## src/rtl/key_led_ctrl_pkg.sv

```systemverilog
// Shared mode encodings and helpers
// for the key-to-LED controller.
`timescale 1ns/1ps
package key_led_ctrl_pkg;

  typedef enum logic [1:0] {
    MODE_OFF  = 2'd0,
    MODE_ON   = 2'd1,
    MODE_SLOW = 2'd2,
    MODE_FAST = 2'd3
  } mode_e;

  // Counter width able to hold 0..n-1, never zero bits.
  function automatic int cnt_width(input int n);
    return (n > 2) ? $clog2(n) : 1;
  endfunction

  // Mode advance order on a key1 press.
  function automatic mode_e mode_adv(input mode_e m);
    mode_e r;
    r = MODE_OFF;
    case (m)
      MODE_OFF:  r = MODE_ON;
      MODE_ON:   r = MODE_SLOW;
      MODE_SLOW: r = MODE_FAST;
      default:   r = MODE_OFF;
    endcase
    return r;
  endfunction

endpackage

```

## src/rtl/key_led_ctrl_debounce.sv

```systemverilog
// Key synchroniser, debouncer and
// falling-edge press pulse generator.
`timescale 1ns/1ps
module key_debounce
  import key_led_ctrl_pkg::*;
#(
  parameter int DEBOUNCE_CYC = 1_000_000
) (
  input  logic clk,
  input  logic rst_n,
  input  logic key_raw,
  output logic key_stable,
  output logic key_press
);

  localparam int CW = cnt_width(DEBOUNCE_CYC);
  localparam logic [CW-1:0] LAST =
    CW'(DEBOUNCE_CYC - 1);

  logic          s1;
  logic          s2;
  logic          stable_d;
  logic [CW-1:0] cnt;

  // Two-flop synchroniser, idles released.
  always_ff @(posedge clk or negedge rst_n) begin
    if (!rst_n) begin
      s1 <= 1'b1;
      s2 <= 1'b1;
    end else begin
      s1 <= key_raw;
      s2 <= s1;
    end
  end

  // Accept a new level only after it persists.
  always_ff @(posedge clk or negedge rst_n) begin
    if (!rst_n) begin
      cnt        <= '0;
      key_stable <= 1'b1;
    end else if (s2 == key_stable) begin
      cnt <= '0;
    end else if (cnt == LAST) begin
      cnt        <= '0;
      key_stable <= s2;
    end else begin
      cnt <= cnt + 1'b1;
    end
  end

  // One pulse per accepted 1->0 transition.
  always_ff @(posedge clk or negedge rst_n) begin
    if (!rst_n) begin
      stable_d  <= 1'b1;
      key_press <= 1'b0;
    end else begin
      stable_d  <= key_stable;
      key_press <= stable_d & ~key_stable;
    end
  end

endmodule

```

## src/rtl/key_led_ctrl.sv

```systemverilog
// Key-driven LED mode controller:
// debounced presses step OFF/ON/SLOW/FAST.
`timescale 1ns/1ps
module key_led_ctrl
  import key_led_ctrl_pkg::*;
#(
  parameter int   DEBOUNCE_CYC   = 1_000_000,
  parameter int   BLINK_SLOW_CYC = 25_000_000,
  parameter int   BLINK_FAST_CYC = 5_000_000,
  parameter logic LED_ON_LVL     = 1'b1
) (
  input  logic       clk,
  input  logic       rst_n,
  input  logic       key1,
  input  logic       key2,
  output logic       led,
  output logic [1:0] mode,
  output logic       key1_press,
  output logic       key2_press
);

  localparam int BMAX =
    (BLINK_SLOW_CYC > BLINK_FAST_CYC) ?
    BLINK_SLOW_CYC : BLINK_FAST_CYC;
  localparam int BW = cnt_width(BMAX);
  localparam logic [BW-1:0] SLOW_LAST =
    BW'(BLINK_SLOW_CYC - 1);
  localparam logic [BW-1:0] FAST_LAST =
    BW'(BLINK_FAST_CYC - 1);

  mode_e         state;
  mode_e         nxt;
  logic [BW-1:0] bcnt;
  logic [BW-1:0] half_last;
  logic          phase;
  logic          blinking;

  key_debounce #(
    .DEBOUNCE_CYC(DEBOUNCE_CYC)
  ) u_db1 (
    .clk       (clk),
    .rst_n     (rst_n),
    .key_raw   (key1),
    .key_stable(),
    .key_press (key1_press)
  );

  key_debounce #(
    .DEBOUNCE_CYC(DEBOUNCE_CYC)
  ) u_db2 (
    .clk       (clk),
    .rst_n     (rst_n),
    .key_raw   (key2),
    .key_stable(),
    .key_press (key2_press)
  );

  // Mode state register.
  always_ff @(posedge clk or negedge rst_n) begin
    if (!rst_n) state <= MODE_OFF;
    else        state <= nxt;
  end

  // Next mode: key2 forces OFF, key1 advances.
  always_comb begin
    nxt = state;
    if (key2_press)      nxt = MODE_OFF;
    else if (key1_press) nxt = mode_adv(state);
  end

  assign mode     = state;
  assign blinking = (state == MODE_SLOW) ||
                    (state == MODE_FAST);
  assign half_last = (state == MODE_SLOW) ?
                     SLOW_LAST : FAST_LAST;

  // Blink half-period counter; restarts lit on mode change.
  always_ff @(posedge clk or negedge rst_n) begin
    if (!rst_n) begin
      bcnt  <= '0;
      phase <= 1'b0;
    end else if (nxt != state) begin
      bcnt  <= '0;
      phase <= 1'b1;
    end else if (blinking) begin
      if (bcnt == half_last) begin
        bcnt  <= '0;
        phase <= ~phase;
      end else begin
        bcnt <= bcnt + 1'b1;
      end
    end else begin
      bcnt <= '0;
    end
  end

  // Registered LED drive from mode and phase.
  always_ff @(posedge clk or negedge rst_n) begin
    if (!rst_n) begin
      led <= ~LED_ON_LVL;
    end else begin
      case (state)
        MODE_OFF: led <= ~LED_ON_LVL;
        MODE_ON:  led <= LED_ON_LVL;
        default:  led <= phase ? LED_ON_LVL
                               : ~LED_ON_LVL;
      endcase
    end
  end

endmodule
```

## config.mk

```make
export PLATFORM = sky130hd
export DESIGN_NAME = key_led_ctrl
export DESIGN_NICKNAME = d
export VERILOG_FILES = /design/src/rtl/key_led_ctrl_pkg.sv /design/src/rtl/key_led_ctrl_debounce.sv /design/src/rtl/key_led_ctrl.sv
export SDC_FILE = /design/constraint.sdc
export NUM_CORES = 1
export LEC_CHECK = 0
export ABC_CLOCK_PERIOD_IN_PS = 3200
export CORE_MARGIN = 3
export CORE_UTILIZATION = 61
export DETAILED_ROUTE_END_ITERATION = 8
export PLACE_DENSITY = 0.79
export SLEW_MARGIN = 30
export SYNTH_ARGS = -nofsm -noshare
export SYNTH_HDL_FRONTEND = slang
export SYNTH_SLANG_ARGS = --single-unit
```

## constraint.sdc

```tcl
create_clock -name clk -period 3.2 [get_ports clk]
set_input_delay 0.64 -clock clk [delete_from_list [all_inputs] [get_ports clk]]
set_output_delay 0.64 -clock clk [all_outputs]
set_load 0.005 [all_outputs]
```

# Yosys cells after proc, flatten, opt, wreduce, memory -nomap -nowiden
# Cells that the tools add are included.
# op_classes
add_sub_neg,3
multipliers,0
div_mod_pow,0
order_cmp,0
n_eq_ne,9
shifts,0
mux,16
n_bitwise,7
reduce_logical,7
# op_table
op,n
$mux 25,4
$mux 20,4
$add 20x1->20 const B,2
$eq 20x20->1 const B,2
$add 25x1->25 const B,1
$eq 25x25->1,1
$pmux 2 s3,1
$reduce_and 2->1,3
$not 1->1,5
$eq 2x2->1 const B,2
$mux 1,4
$mux 2,2
$reduce_bool 2->1,2
$and 1x1->1,2
$eq 1x1->1,2
$eq 2x1->1 const B,1
$logic_not 2->1,1
$ne 2x2->1,1
$pmux 1 s2,1
$logic_or 1x1->1,1
# word_totals
register_bits,79
latch_bits,0
ramBits,0
romBits,0
input_bits,4
output_inout_bits,5
n_memories,0

# Longest topological paths before layout
# Gate-level depths: netlist (run 1).
# logic_depth
word_depth,7
ltp_mapped,7

# Hierarchy
# A second synthesis (run 1) with hierarchy kept.
# hier_totals
cells_unflattened,402
area_unflattened_um2,4095.2
# by_module_without_submodules
module,instances,cells_each,area_each_um2,seq_area_each_um2
key_debounce,2,111,1176.1,630.6
key_led_ctrl,1,180,1742.9,725.7

# Worst setup path after synthesis (run 1)
# No wires, ideal clock.
# synth_timing
path_kind,register to register
startpoint,register state[0] (netlist: mode[0])
endpoint,register bcnt[17]
setup_time_ns,0.094
t_arrival_ns,2.005
slack_ns,1.101
stages_incl_launch_ff,8
n_path_buf,1
path_cell_list,dfrtp_1 -> inv_1 -> ha_1 -> nor2_1 -> mux2_2 -> a211o_1 -> clkbuf_1 -> a211oi_1
# synth_via
elab_chain_cells,6
word_cells_on_any_way,14
# synth_rtl
element,line_no,rtl
from (decl),key_led_ctrl.sv:31,mode_e state;
from (signal assigned),key_led_ctrl.sv:61,else state <= nxt;
"$eq 2x2->1, or another cell as far along","key_led_ctrl_pkg.sv:22, key_led_ctrl.sv:72, key_led_ctrl.sv:74",
$mux 25 or $pmux 2 s3 (tied branches),"key_led_ctrl.sv:74, key_led_ctrl_pkg.sv:22",
$eq 25x25->1 or $mux 2 (tied branches),"key_led_ctrl.sv:86, key_led_ctrl.sv:68",
$mux 25 or $mux 2 (tied branches),"key_led_ctrl.sv:86, key_led_ctrl.sv:67",
$mux 25 or $ne 2x2->1 (tied branches),"key_led_ctrl.sv:85, key_led_ctrl.sv:82",
$mux 25 *,key_led_ctrl.sv:82,end else if (nxt != state) begin
to (signal assigned),key_led_ctrl.sv:90,bcnt <= bcnt + 1'b1;
to (decl),key_led_ctrl.sv:33,logic [BW-1:0] bcnt;
# Every way passes the cells marked *; elsewhere a longest branch is shown, timed or not.
# A chain may end at the register's enable or synchronous reset.

# Final worst setup path (run 1)
# Same ends and word-level chain as after synthesis.

==> results.txt, run 1 <==
----------------------------------------------------
[Yosys]
  Flip-flop and latch count after synthesis ... 79
  Avg Synthesized Cell Area ... 10.07 sq um
  Number of nets produced by synthesis ... 406
  Commonest register cell after synthesis ... sky130_fd_sc_hd__dfrtp_1
  Share of Yosys cell area claimed by the top area cell type ... 44.56%
  Dominant cell by count in the synthesized netlist ... sky130_fd_sc_hd__dfrtp_1
  Cell type with the largest total area after synthesis ... sky130_fd_sc_hd__dfrtp_1
  Post-Synth Simple-Gate Area ... 26.17%
  Number of enable-type register cells in the synthesized netlist ... 0
  Yosys Warn Count ... 0
  Leading post-synthesis cells by cell area ... sky130_fd_sc_hd__dfrtp_1 (45%), sky130_fd_sc_hd__xnor2_1 (5.5%), sky130_fd_sc_hd__dfstp_2 (5.3%), sky130_fd_sc_hd__nor2_1 (3.6%), sky130_fd_sc_hd__xor2_1 (2.9%)
  Share of synthesized area spent on multiplexers ... 1.600%
  Share of the synthesized area in compound gates (AO/OA/AOI/OAI) ... 9.413%
  Netlist Area Pre-Place ... 3988 sq um
  Netlist cell types ... 44
  Proportion of synthesized flip-flops having asynchronous set or reset ... 100.0%
  Largest family of logic cells by synthesized area ... simple AND/OR/NAND/NOR gates
  Post-Syn Instances ... 396
  Portion of the post-synthesis area used by sequential elements ... 49.83%
  Synth cell count leaders ... sky130_fd_sc_hd__dfrtp_1 (71), sky130_fd_sc_hd__nor2_1 (38), sky130_fd_sc_hd__xnor2_1 (25)
  Area share of xor/xnor cells in the synthesized design ... 8.346%
  Adder-Cell Fraction of Synth Area ... 1.883%

[Power and ir drop]
  Power Density ... 447.2 nW/um^2
  Static leakage ... 1.635 nW
  Worst IR Drop VDD ... 0.4424 mV

[Clocking]
  Clk sinks ... 79
  Number of H-tree branching levels ... 3
  CTS tree ... done
  Hold buffer count at CTS ... 0
  Clock latency at the later pin of the worst-skew pair ... 0.35 ns
  Clk Tree Root Cell ... sky130_fd_sc_hd__clkbuf_8
  Clock buffer count from CTS ... 9
  Clock transition time at the flip-flop clock pins of the worst setup and hold paths ... 0.08 ns
  CTS resizes ... 0
  Post-CTS setup-driven buffer insertion count ... 0
  Buffer levels on the longest clock path ... 2

[Timing]
  Total negative slack for setup checks ... 0 ns
  Final-report hold violation count ... 0
  Minimum period implied by the final worst setup slack ... 2.427 ns
  Worst setup skew after layout ... 0.01047 ns
  Final Setup Violations ... 0
  Unrepaired setup endpoints after global routing ... no
  FMAX ... 412.1 MHz
  Worst-case headroom to the max-slew limit ... 44.74%
  Actual slew at the worst max-slew pin ... 0.8289 ns
  Number of max-slew violations in the final report ... 0
  Worst hold-check slack ... 0.2981 ns
  Portion of the clock cycle consumed by the worst path in the final layout ... 75.83%

[Global routing]
  Overflow left after global routing ... 0
  Antenna violations before repair ... 0
  GR Util All Layers ... 22.27%
  Largest net degree at the start of global routing ... 50
  Global-route wire length before repair ... 13400 um
  Via count of the first global-routing pass ... 2918

[Setup path]
  Kind of end point of the critical path ... register
  Critical Path Source ... mode[0]
  Endpoint required time on the critical path ... 3.45 ns
  Top fanout value on the critical path ... 25
  Launching element type of the critical path ... register
  RR Startpoint ... mode[0]
  Classification of the worst setup path ... register to register
  Arrival time at the worst endpoint ... 2.68 ns

[Floorplan]
  Horizontal extent of the die ... 86.85 um
  Core box area ... 6131 sq um
  Number of top-level design ports ... 9
  Die Area ... 7543 sq um
  Standard-cell row count ... 28
  Initial cell density of the core ... 65.04%
  Die extent in y ... 86.85 um

[Route]
  WL/cell ... 15.49 um
  Drt via density ... 6.147
  DR iter-0 viols ... 138
  Antenna Nets Post-Route ... 0
  Post-route DRC ... 0
  Initial DRT Pass Iterations ... 4
  Total length of routed wires ... 7575 um
  Via count ... 3006

[Worst hold path]
  Hold crit path type ... input port to async pin

[Finish]
  Diodes inserted ... 0
  Total of fill cells in the finished design ... 437
  Fraction of layout instances using a drive strength above 1 ... 10.39%
  Number of nets in the finished design ... 419
  Layout Area Growth over Synthesis ... 10.17%

[Placement]
  Dpl hpwl ... 5213 um
  Port Buffer Count ... 8
  Placer congestion estimate ... 0.8232

[Status]
  Run status ... completed

[Job]
  Max-capacitance violation count ... 0

----------------------------------------------------
cell families after synthesis:
family	Yosys count
compound gates	57
xor+xnor	38
buf+inv	26
fa+ha+maj	6
flops	79
simple gates	184
mux	6
where the power goes:
part	switching, mW	total (mW)	internal (mW)
registers	0.00957	1.02	1.01
logic	0.0337	0.0468	0.0131
clock network	0.360	0.900	0.540
cell type report:
type | instances | area, sq um | area share, %
inverter | 14 | 52.55 | 1.196
clock buffer | 11 | 141.4 | 3.218
clock inverter | 5 | 105.1 | 2.392
multi-input combinational | 291 | 1891 | 43.04
tap | 75 | 93.84 | 2.136
timing repair buffer | 14 | 122.6 | 2.791
sequential | 79 | 1987 | 45.23
worst paths after layout:
kind	end	slack [ns]	cells past startpoint
max in group asynchronous	u_db1.stable_d	2.19	2
worst max-delay path	bcnt[17]	0.77	6
worst min register to register	u_db1.s2	0.36	0
min in group clk	u_db1.s2	0.36	0
worst max register to register	bcnt[17]	0.77	6
worst min-delay path	bcnt[14]	0.30	1
placed cells by master (no fill, tap or decap), types with 4 or more instances in the layout:
master and count:
sky130_fd_sc_hd__xor2_1 13, sky130_fd_sc_hd__ha_1 6, sky130_fd_sc_hd__xnor2_1 25, sky130_fd_sc_hd__nand4_1 12, sky130_fd_sc_hd__o31ai_1 6, sky130_fd_sc_hd__o21ai_0 17, sky130_fd_sc_hd__dfstp_2 8, sky130_fd_sc_hd__nand4b_1 6
sky130_fd_sc_hd__inv_1 14, sky130_fd_sc_hd__nand3_1 21, sky130_fd_sc_hd__a21oi_1 11, sky130_fd_sc_hd__and4_1 4, sky130_fd_sc_hd__or3_1 15, sky130_fd_sc_hd__buf_4 7, sky130_fd_sc_hd__nor3_1 22, sky130_fd_sc_hd__and3_1 6
sky130_fd_sc_hd__or4_1 9, sky130_fd_sc_hd__nor4_1 11, sky130_fd_sc_hd__dfrtp_1 71, sky130_fd_sc_hd__clkbuf_8 10, sky130_fd_sc_hd__nand2_1 23, sky130_fd_sc_hd__a211oi_1 14, sky130_fd_sc_hd__clkdlybuf4s50_1 7, sky130_fd_sc_hd__nor2_1 38
layer usage:
layer	share of wire (%)	GRT usage [%]	up-vias
li1	-	-	1473
met1	46	29.36	1478
met2	50	36.92	43
met3	2.7	3.974	12
met4	1.6	8.074	0
met5	0	0	-
metrics by stage:
stage               power (mW)  utilization [%]  area [sq um]  instances  setup WS [ns]
floorplan                1.053                -          3988        396          1.101
global placement         1.083            67.63          4146        473         0.9073
detailed placement       1.085            67.63          4146        473         0.7982
CTS                      1.978            71.65          4393        489         0.7760
global route             2.025            71.65          4393        489         0.5461
finish                   1.964            71.65          4393        489         0.7734
sequential cells by signal (all words and copies together), names as in the netlist, 2 cells and up:
signal,cells
bcnt,25
u_db1.cnt,20
u_db2.cnt,20
mode,2
critical path, cell delays in order (launching register included):
cell and delay, ns:
sky130_fd_sc_hd__dfrtp_1 0.46, sky130_fd_sc_hd__inv_1 0.11, sky130_fd_sc_hd__ha_1 0.25, sky130_fd_sc_hd__nor2_1 0.15
sky130_fd_sc_hd__mux2_2 0.37, sky130_fd_sc_hd__a211o_1 0.61, sky130_fd_sc_hd__a211oi_1 0.36
(Power assumes the default switching activity.)
==> run 2: changes to the inputs <==
ABC_CLOCK_PERIOD_IN_PS = 2210   (was 3200)
CORE_UTILIZATION = 56   (was 61)
PLACE_DENSITY = 0.76   (was 0.79)
clock period = 2.21 ns   (was 3.2 ns; I/O delays follow)
==> run 2 against run 1 <==
Compared with the run above:
- die area is 8.3% higher
- global-route usage is 2.2 points lower
- worst hold slack worse by 0.23 ns
- largest power group unchanged
- sequential share of layout area is 0.46 points lower
- critical endpoint is now bcnt[24]
- utilization is 6.7 points lower
==> results.txt, run 2 (same netlist as run 1, synthesis figures left out) <==
----------------------------------------------------
[Finish]
  Number of nets in the finished design ... 426
  Fraction of layout instances using a drive strength above 1 ... 12.35%
  Diodes inserted ... 0
  Register with the most flip-flops ... bcnt
  Final design utilization ... 65.00%
  Post-layout instance area ... 4441 sq um
  Layout Area Growth over Synthesis ... 11.36%
  Regs by FF count ... bcnt: 25 flops, u_db1.cnt: 20 flops, u_db2.cnt: 20 flops
  Highest-count cells in the layout ignoring fill and taps ... sky130_fd_sc_hd__dfrtp_1 (70), sky130_fd_sc_hd__nor2_1 (38), sky130_fd_sc_hd__xnor2_1 (25), sky130_fd_sc_hd__nand2_1 (23), sky130_fd_sc_hd__nor3_1 (22)
  Most common cell after layout, fill and taps aside ... sky130_fd_sc_hd__dfrtp_1
  Max reg flops ... 25
  Total of fill cells in the finished design ... 541

[Timing]
  Total negative slack for setup checks ... 0 ns
  FMAX ... 476.7 MHz
  Worst-case headroom to the max-slew limit ... 64.74%
  Final-report hold violation count ... 0
  Portion of the clock cycle consumed by the worst path in the final layout ... 94.92%
  Worst setup margin ... 0.1124 ns
  Number of max-slew violations in the final report ... 0
  Unrepaired setup endpoints after global routing ... no
  Final Setup Violations ... 0
  Actual slew at the worst max-slew pin ... 0.5289 ns
  Minimum period implied by the final worst setup slack ... 2.098 ns
  Worst setup skew after layout ... 0.01234 ns

[Placement]
  Placer congestion estimate ... 0.8329
  Placement Setup Slack ... 0.1169 ns
  Port Buffer Count ... 8
  Placed Area ... 4263 sq um
  Dpl hpwl ... 5305 um

[Power and ir drop]
  Worst IR Drop VDD ... 0.3556 mV
  Power Density ... 563.1 nW/um^2
  Static leakage ... 1.653 nW

[Floorplan]
  Number of top-level design ports ... 9
  Standard-cell row count ... 30
  Initial cell density of the core ... 58.37%
  Die Area ... 8169 sq um
  Die extent in y ... 90.39 um
  Core box area ... 6832 sq um
  Horizontal extent of the die ... 90.39 um

[Clocking]
  Buffer levels on the longest clock path ... 2
  Clock latency at the later pin of the worst-skew pair ... 0.36 ns
  Clk sinks ... 79
  Clock buffer count from CTS ... 9
  CTS tree ... done
  Clk Tree Root Cell ... sky130_fd_sc_hd__clkbuf_8
  Number of H-tree branching levels ... 3
  Clock transition time at the flip-flop clock pins of the worst setup and hold paths ... 0.08 ns

[Global routing]
  GR Util All Layers ... 20.04%
  Via count of the first global-routing pass ... 2930
  Antenna violations before repair ... 0
  Largest net degree at the start of global routing ... 42
  Overflow left after global routing ... 0
  Global-route wire length before repair ... 13410 um

[Setup path]
  Endpoint required time on the critical path ... 2.46 ns
  RR Startpoint ... mode[1]
  R2R Path End ... bcnt[24]
  Kind of end point of the critical path ... register
  Length in cells of the worst reg-to-reg path ... 6
  Top fanout value on the critical path ... 25
  Classification of the worst setup path ... register to register
  Register-to-register path setup slack ... 0.11 ns
  Arrival time at the worst endpoint ... 2.35 ns
  Launching element type of the critical path ... register

[Route]
  Total length of routed wires ... 7724 um
  Via count ... 3067
  Antenna Nets Post-Route ... 0
  Drt via density ... 5.932
  Initial DRT Pass Iterations ... 6
  DR iter-0 viols ... 187
  WL/cell ... 14.94 um
  Post-route DRC ... 0

[Status]
  Run status ... completed

[Worst hold path]
  Hold crit path type ... input port to async pin

[Job]
  Max-capacitance violation count ... 0

----------------------------------------------------
[run 2: changes by cell type in the layout (fill, tap and decap cells not counted), moves of 2 or more]
cell	before	now
sky130_fd_sc_hd__buf_12	0	3
sky130_fd_sc_hd__clkinv_2	0	2
sky130_fd_sc_hd__buf_4	7	11
sky130_fd_sc_hd__inv_6	0	2
sky130_fd_sc_hd__bufinv_16	3	0
[run 2: layout make-up]
class / instances / area, sq um / area share, %
flip-flops and latches: 79 / 1988 / 44.77
multi-input cells: 291 / 1896 / 42.69
repair buffers: 21 / 212.7 / 4.790
clock buffers: 10 / 127.6 / 2.874
well taps: 96 / 120.1 / 2.705
inverters: 14 / 52.55 / 1.183
clock inverters: 6 / 43.79 / 0.9862
[run 2: what timing repair did]
item / in CTS / in global routing
gates resized for setup: 0 / 3
setup endpoints to repair: 0 / 9
hold buffers: 0 / 0
buffers inserted: 0 / 0
[run 2: through the flow]
stage                     std cells  hold WS (ns)  power (mW)
after floorplan                 396        0.1464       1.524
after global placement          501        0.3468       1.577
after detailed placement        501        0.3468       1.580
after CTS                       517       0.07127       2.529
after global routing            517       0.09471       2.608
final                           517       0.07300       2.501
[run 2: how the worst max path moves through the flow]
stage | from | endpoint | slack (ns) | depth (start not counted)
4_1_cts | mode[1] | bcnt[17] | 0.07 | 7
5_1_grt | bcnt[1] | bcnt[14] | 0.001 | 5
6_report | mode[1] | bcnt[24] | 0.11 | 6
2_1_floorplan | mode[0] | bcnt[17] | 0.11 | 7
3_5_place_dp | mode[1] | bcnt[17] | 0.12 | 7
3_3_place_gp | mode[0] | phase | 0.21 | 6
[run 2: power breakdown]
group          switching [mW]  total (mW)  internal [mW]
clock network           0.538       0.952          0.414
logic                  0.0511      0.0762         0.0250
registers              0.0123        1.47           1.46
[run 2: critical path, cell delays in order (launching register included)]
cell	delay, ns
sky130_fd_sc_hd__dfrtp_2	0.46
sky130_fd_sc_hd__ha_1	0.25
sky130_fd_sc_hd__nor2_1	0.15
sky130_fd_sc_hd__mux2_2	0.38
sky130_fd_sc_hd__a211o_1	0.34
sky130_fd_sc_hd__buf_12	0.17
sky130_fd_sc_hd__a211oi_1	0.24
[run 2: metal layers]
metal | wire length (um) | GRT usage [%]
met5 | 0 | 0
met3 | 342 | 5.333
met2 | 3811 | 31.92
met1 | 3457 | 27.03
met4 | 112 | 5.995
==> run 3: changes to the inputs <==
ABC_CLOCK_PERIOD_IN_PS = default   (was 2210)
==> results of run 3 <==
Final layout, timing and power as in run 2 (identical DEF).
